**src/rtl/ru_dispatch_ctrl.sv**
```systemverilog
// ============================================================================
// Module  : ru_dispatch_ctrl
// Purpose : Recompute-unit (RU) dispatch controller for BISR of a ROWSxCOLS
//           systolic array. On start it latches the PE fault map and assigns
//           up to NUM_RU faulty PEs to RU slots (one map index per cycle).
//           It then raster-fills the data buffer from an operand stream and
//           presents each assigned PE's buffered operand to its RU over a
//           valid/ready handshake.
// Ports   : clk, rst_n            clock, async active-low reset
//           start, fault_map      pass request and PE fault map (bit r*COLS+c)
//           in_valid/in_data/in_ready   operand stream, raster order
//           buf_we/buf_row/buf_col/buf_wdata   data_buffer write port
//           rd_row/rd_col         per-RU buffer read addresses (slot-packed)
//           ru_valid/ru_ready     per-RU operand handshake
//           ru_assigned           slot holds a faulty PE
//           busy/done/overflow    status; overflow sticky until next start
// Revision: 1.0 - initial release
// ============================================================================
`default_nettype none

module ru_dispatch_ctrl #(
    parameter int ROWS      = 3,
    parameter int COLS      = 3,
    parameter int WORD_SIZE = 16,
    parameter int NUM_RU    = 3
) (
    input  logic                   clk,
    input  logic                   rst_n,
    input  logic                   start,
    input  logic [ROWS*COLS-1:0]   fault_map,
    input  logic                   in_valid,
    input  logic [WORD_SIZE-1:0]   in_data,
    output logic                   in_ready,
    output logic                   buf_we,
    output logic [ROWS-1:0]        buf_row,
    output logic [COLS-1:0]        buf_col,
    output logic [WORD_SIZE-1:0]   buf_wdata,
    output logic [NUM_RU*ROWS-1:0] rd_row,
    output logic [NUM_RU*COLS-1:0] rd_col,
    output logic [NUM_RU-1:0]      ru_valid,
    input  logic [NUM_RU-1:0]      ru_ready,
    output logic [NUM_RU-1:0]      ru_assigned,
    output logic                   busy,
    output logic                   done,
    output logic                   overflow
);

    localparam int NPE = ROWS * COLS;

    localparam logic [2:0] S_IDLE     = 3'd0;
    localparam logic [2:0] S_ALLOC    = 3'd1;
    localparam logic [2:0] S_FILL     = 3'd2;
    localparam logic [2:0] S_DISPATCH = 3'd3;
    localparam logic [2:0] S_DONE     = 3'd4;

    localparam logic [ROWS-1:0] C_LAST_ROW = ROWS'(ROWS - 1);
    localparam logic [COLS-1:0] C_LAST_COL = COLS'(COLS - 1);

    logic [2:0]          state_q, state_d;
    logic [NPE-1:0]      map_q, map_d;
    logic [ROWS-1:0]     row_q, row_d, row_nxt;
    logic [COLS-1:0]     col_q, col_d, col_nxt;
    logic [ROWS-1:0]     slot_row_q [NUM_RU];
    logic [ROWS-1:0]     slot_row_d [NUM_RU];
    logic [COLS-1:0]     slot_col_q [NUM_RU];
    logic [COLS-1:0]     slot_col_d [NUM_RU];
    logic [NUM_RU-1:0]   assigned_q, assigned_d;
    logic [NUM_RU-1:0]   pend_q, pend_d;
    logic [NUM_RU-1:0]   valid_q, valid_d;
    logic                ovf_q, ovf_d;
    logic                last_pos;
    logic [NUM_RU-1:0]   free_oh;
    logic [NUM_RU-1:0]   hs;

    // The raster counter serves both the ALLOC scan and the FILL write address.
    assign last_pos = (row_q == C_LAST_ROW) && (col_q == C_LAST_COL);
    // Lowest clear bit of the assignment vector, one-hot (zero when full).
    assign free_oh  = ~assigned_q & (assigned_q + 1'b1);
    assign hs       = valid_q & ru_ready;

    always_comb begin
        row_nxt = row_q;
        col_nxt = col_q + 1'b1;
        if (col_q == C_LAST_COL) begin
            col_nxt = '0;
            row_nxt = last_pos ? '0 : row_q + 1'b1;
        end
    end

    // ---------------- state register ----------------
    always_ff @(posedge clk or negedge rst_n) begin
        if (!rst_n) state_q <= S_IDLE;
        else        state_q <= state_d;
    end

    // ---------------- datapath registers ----------------
    always_ff @(posedge clk or negedge rst_n) begin
        if (!rst_n) begin
            map_q      <= '0;
            row_q      <= '0;
            col_q      <= '0;
            assigned_q <= '0;
            pend_q     <= '0;
            valid_q    <= '0;
            ovf_q      <= 1'b0;
            for (int i = 0; i < NUM_RU; i++) begin
                slot_row_q[i] <= '0;
                slot_col_q[i] <= '0;
            end
        end else begin
            map_q      <= map_d;
            row_q      <= row_d;
            col_q      <= col_d;
            assigned_q <= assigned_d;
            pend_q     <= pend_d;
            valid_q    <= valid_d;
            ovf_q      <= ovf_d;
            slot_row_q <= slot_row_d;
            slot_col_q <= slot_col_d;
        end
    end

    // ---------------- datapath next-state ----------------
    always_comb begin
        map_d      = map_q;
        row_d      = row_q;
        col_d      = col_q;
        assigned_d = assigned_q;
        pend_d     = pend_q;
        valid_d    = '0;
        ovf_d      = ovf_q;
        slot_row_d = slot_row_q;
        slot_col_d = slot_col_q;
        case (state_q)
            S_IDLE: begin
                if (start) begin
                    map_d      = fault_map;
                    row_d      = '0;
                    col_d      = '0;
                    assigned_d = '0;
                    pend_d     = '0;
                    ovf_d      = 1'b0;
                    for (int i = 0; i < NUM_RU; i++) begin
                        slot_row_d[i] = '0;
                        slot_col_d[i] = '0;
                    end
                end
            end
            S_ALLOC: begin
                // Map is consumed LSB-first so bit 0 is always the index under scan.
                map_d = map_q >> 1;
                row_d = row_nxt;
                col_d = col_nxt;
                if (map_q[0]) begin
                    if (free_oh == '0) begin
                        ovf_d = 1'b1;
                    end else begin
                        assigned_d = assigned_q | free_oh;
                        for (int i = 0; i < NUM_RU; i++) begin
                            if (free_oh[i]) begin
                                slot_row_d[i] = row_q;
                                slot_col_d[i] = col_q;
                            end
                        end
                    end
                end
            end
            S_FILL: begin
                if (in_valid) begin
                    row_d = row_nxt;
                    col_d = col_nxt;
                    if (last_pos) pend_d = assigned_q;
                end
            end
            S_DISPATCH: begin
                // valid_q lags pend_q by the one-cycle buffer read latency on entry.
                pend_d  = pend_q & ~hs;
                valid_d = pend_q & ~hs;
            end
            default: ;
        endcase
    end

    // ---------------- FSM next-state ----------------
    always_comb begin
        state_d = state_q;
        case (state_q)
            S_IDLE:     if (start) state_d = S_ALLOC;
            S_ALLOC:    if (last_pos) state_d = (assigned_d == '0) ? S_DONE : S_FILL;
            S_FILL:     if (in_valid && last_pos) state_d = S_DISPATCH;
            S_DISPATCH: if (pend_d == '0) state_d = S_DONE;
            S_DONE:     state_d = S_IDLE;
            default:    state_d = S_IDLE;
        endcase
    end

    // ---------------- outputs ----------------
    always_comb begin
        in_ready    = (state_q == S_FILL);
        buf_we      = in_valid && (state_q == S_FILL);
        buf_row     = (state_q == S_FILL) ? row_q : '0;
        buf_col     = (state_q == S_FILL) ? col_q : '0;
        buf_wdata   = (state_q == S_FILL) ? in_data : '0;
        rd_row      = '0;
        rd_col      = '0;
        for (int i = 0; i < NUM_RU; i++) begin
            if ((state_q == S_DISPATCH) && assigned_q[i]) begin
                rd_row[i*ROWS +: ROWS] = slot_row_q[i];
                rd_col[i*COLS +: COLS] = slot_col_q[i];
            end
        end
        ru_valid    = valid_q;
        ru_assigned = assigned_q;
        busy        = (state_q != S_IDLE);
        done        = (state_q == S_DONE);
        overflow    = ovf_q;
    end

endmodule

`default_nettype wire

```
**config.mk**
```make
export PLATFORM = sky130hd
export DESIGN_NAME = ru_dispatch_ctrl
export DESIGN_NICKNAME = d
export VERILOG_FILES = /design/src/rtl/ru_dispatch_ctrl.sv
export SDC_FILE = /design/constraint.sdc
export NUM_CORES = 1
export LEC_CHECK = 0
export CAP_MARGIN = 20
export CORE_MARGIN = 8
export CORE_UTILIZATION = 42
export DETAILED_ROUTE_END_ITERATION = 10
export MAX_ROUTING_LAYER = met4
export PLACE_DENSITY = 0.82
export REMOVE_ABC_BUFFERS = 1
export SYNTH_ARGS = -nofsm -noshare
export SYNTH_HDL_FRONTEND = slang
export SYNTH_SLANG_ARGS = --single-unit
```
**constraint.sdc**
```tcl
create_clock -name clk -period 2.5 [get_ports clk]
set_input_delay 0.5 -clock clk [delete_from_list [all_inputs] [get_ports clk]]
set_output_delay 0.5 -clock clk [all_outputs]
set_load 0.005 [all_outputs]
```
==> flow_metrics.py <==
metrics = {
    "floorplanning": {
        "die_x_um": 92.2,
        "rows": 27,
        "fp.dieH_um": 92.2,
        "core_area_um2": 5570,
        "num_io_pins": 83,
        "die_area_um2": 8500,
        "start_util_pct": 43.7,
    },
    "sta": {
        "setup_viol": 0,
        "max_slew_margin_pct": 57.5,
        "fmax_mhz": 414,
        "slew_violations": 0,
        "timing.final.crit_share_pct": 96.7,
        "final-hold-violation-count": 0,
        "fin_crit_ps": 2420,
        "tightest_slew_ps": 634,
        "fin_skew_ps": 3.83,
    },
    "route": {
        "drt_iter0_drc": 160,
        "drcViolationCount": 0,
        "wl_mm": 6.51,
        "dr.pass1.iters": 4,
        "avgViaCountPerCell": 5.43,
        "num_vias": 2097,
        "antenna_left": 0,
        "wl_per_cell_um": 16.9,
    },
    "worst_setup_path": {
        "critPathRequiredTime_ps": 2000,
        "path_class": "reg2out",
        "reg2regPathDepth": 5,
        "end_kind": "output port",
        "worst_ep_arrival_time_ps": 1920,
        "crit_fanout": 23,
        "critPathLaunchType": "flip-flop",
    },
    "synthesis": {
        "synth_area_um2": 2440,
        "ys_types": 52,
        "synth_sequential_area_ratio_pct": 47.2,
        "yosys_warnings": 0,
        "synth_edf_count": 0,
        "synth_ff_type": "dfrtp_1",
        "syn_inst": 228,
        "ys_ff_latch": 46,
        "syn_area_per_cell_um2": 10.7,
        "async_flop_share_pct": 100,
    },
    "power": {
        "power_mw": 3.51,
        "vdd_drop_max_v": 0.000578,
        "power_density_nw_per_um2": 1000,
        "power.leakage_nw": 1.63,
    },
    "finish": {
        "fillers": 471,
        "finalNonFillerCells": 386,
        "fin_util_pct": 62.7,
        "nNetsFinal": 347,
        "area_growth_pct": 43.4,
        "design_area_um2": 3500,
        "n_antenna_cell": 0,
        "multi_input_area_um2": 1210,
        "drive_above_1_share_pct": 14.3,
        "regArea_um2": 1150,
    },
    "place": {
        "placed_area_um2": 3370,
        "routabilityCongestion": 0.907,
        "dp_cells": 378,
        "hpwlAfterDp_mm": 4.92,
        "numPortBuffers": 82,
    },
    "clock_tree": {
        "cts_made_buffers": 5,
        "htree_levels": 2,
        "cts_tree": "yes",
        "clkSlewWorstSetupHoldPaths_ps": 80,
        "cts.sinks": 46,
        "clk_latency_ps": 300,
        "cts_buffer_depth": 2,
        "cts_root_buf": "clkbuf_8",
    },
    "global_routing": {
        "grt_max_degree": 24,
        "gr-total-overflow": 0,
        "antenna_found_initial": 0,
        "track_usage_pct": 15.7,
        "grt_pass1_vias": 2134,
        "grt_pass1_wl_mm": 10.7,
    },
    "worst_hold_path": {
        "hp-class": "in2async",
    },
    "status": {
        "status": "finished clean",
    },
    "flow_run": {
        "max-cap-violations": 0,
    },
}
[cells in the final DEF (no fill, tap or decap), types with 3 or more instances in the layout]
cell type	n
clkbuf_8	5
and3_1	22
mux2_1	4
nor2b_1	3
a221o_1	3
nand2_1	13
inv_1	10
nor3_1	6
a222oi_1	8
clkdlybuf4s50_1	81
mux2_2	14
a22o_1	4
dfrtp_1	45
o31ai_1	3
and2_1	25
o21ai_0	5
nor2_1	6
buf_4	8
[layer usage]
layer	vias up	track usage (%)	share of wire (%)
met3	7	3.91	6.8
met2	88	23.7	45
li1	995	-	-
met5	-	-	0
met1	1007	19.9	47
met4	0	5.91	1.4
[through the flow]
stage | setup slack (ps) | setup TNS, ps | hold WS, ps
after floorplan | -31.2 | -129 | 204
after detailed placement | 219 | 0 | 467
final | 82.4 | 0 | 132
after CTS | 24.3 | 0 | 134
after global routing | -7.64 | -7.64 | 161
after global placement | 230 | 0 | 460
[power breakdown]
part	internal [mW]	switching [mW]	leakage, nW
clock network	0.299	0.241	0.0524
logic	0.833	0.850	0.979
registers	1.01	0.272	0.597
[worst max-delay path, stage by stage (launching register included)]
cell and delay (ps):
dfrtp_1 440, and3b_1 250, buf_6 180, and3_1 220, clkdlybuf4s50_1 520
[cell usage after synthesis (all sizes together) (2+ instances only)]
cell type  count  area (um^2)
and3          22          138
and2          25          156
ha             2         25.0
clkbuf        10         38.8
nor3           6         30.0
o31ai          3         22.5
nor2b          3         18.8
nor4b          2         17.5
a221o          3         30.0
mux2          18          203
xor2           2         17.5
o21ai          7         38.8
nor3b          3         38.8
dfrtp         46         1150
a22o           4         35.0
nand2b         2         12.5
buf            4         20.0
a21o           2         15.0
a21oi          2         10.0
nand2         13         48.8
inv           10         37.5
a31oi          2         12.5
a222oi         8         80.1
nor2           7         26.3
[registers in the layout, summed over array words and instances (netlist names)]
| register | flops |
|---|---|
| ru_assigned | 3 |
| slot_col_q | 9 |
| overflow | 1 |
| slot_row_q | 9 |
| state_q | 3 |
| row_q | 3 |
| ru_valid | 3 |
| map_q | 9 |
| col_q | 3 |
| pend_q | 3 |
[what timing repair did]
item,in CTS,in global routing
endpoints found under the hold margin,0,0
setup endpoints to repair,17,20
buffers inserted,0,0
hold buffers,0,0
gates resized for setup,2,5
[area by class of cell]
| class | instances | share of cell area, % |
|---|---|---|
| multi-input combinational | 158 | 34.7 |
| sequential | 46 | 33.0 |
| timing repair buffer | 92 | 25.7 |
| tap | 72 | 2.58 |
| clock buffer | 7 | 2.18 |
| inverter | 10 | 1.07 |
| clock inverter | 1 | 0.859 |
[path summary, 6_finish.rpt]
check                                   start       endpoint  slack, ps
worst max-delay path               state_q[2]      rd_row[1]         80
worst min-delay path                    rst_n       map_q[3]        130
worst max register to register     state_q[1]  slot_col_q[7]        510
worst min register to register  slot_row_q[6]  slot_row_q[6]        490
max in group asynchronous               rst_n  slot_col_q[2]       1810
min in group clk                slot_row_q[6]  slot_row_q[6]        490
[cell families (layout without fill, tap and decap cells)]
group / Yosys count / count (layout) / share of synthesized area [%]
XOR/XNOR: 3 / 3 / 1.08
buffers and inverters: 24 / 110 / 3.95
AO/OA/AOI/OAI: 41 / 41 / 14.9
AND/OR/NAND/NOR: 93 / 93 / 23.1
adder cells (fa/ha/maj): 2 / 2 / 1.03
flip-flops: 46 / 46 / 47.2
multiplexers: 19 / 19 / 8.72
No activity file was read; power rests on OpenSTA's default activity.
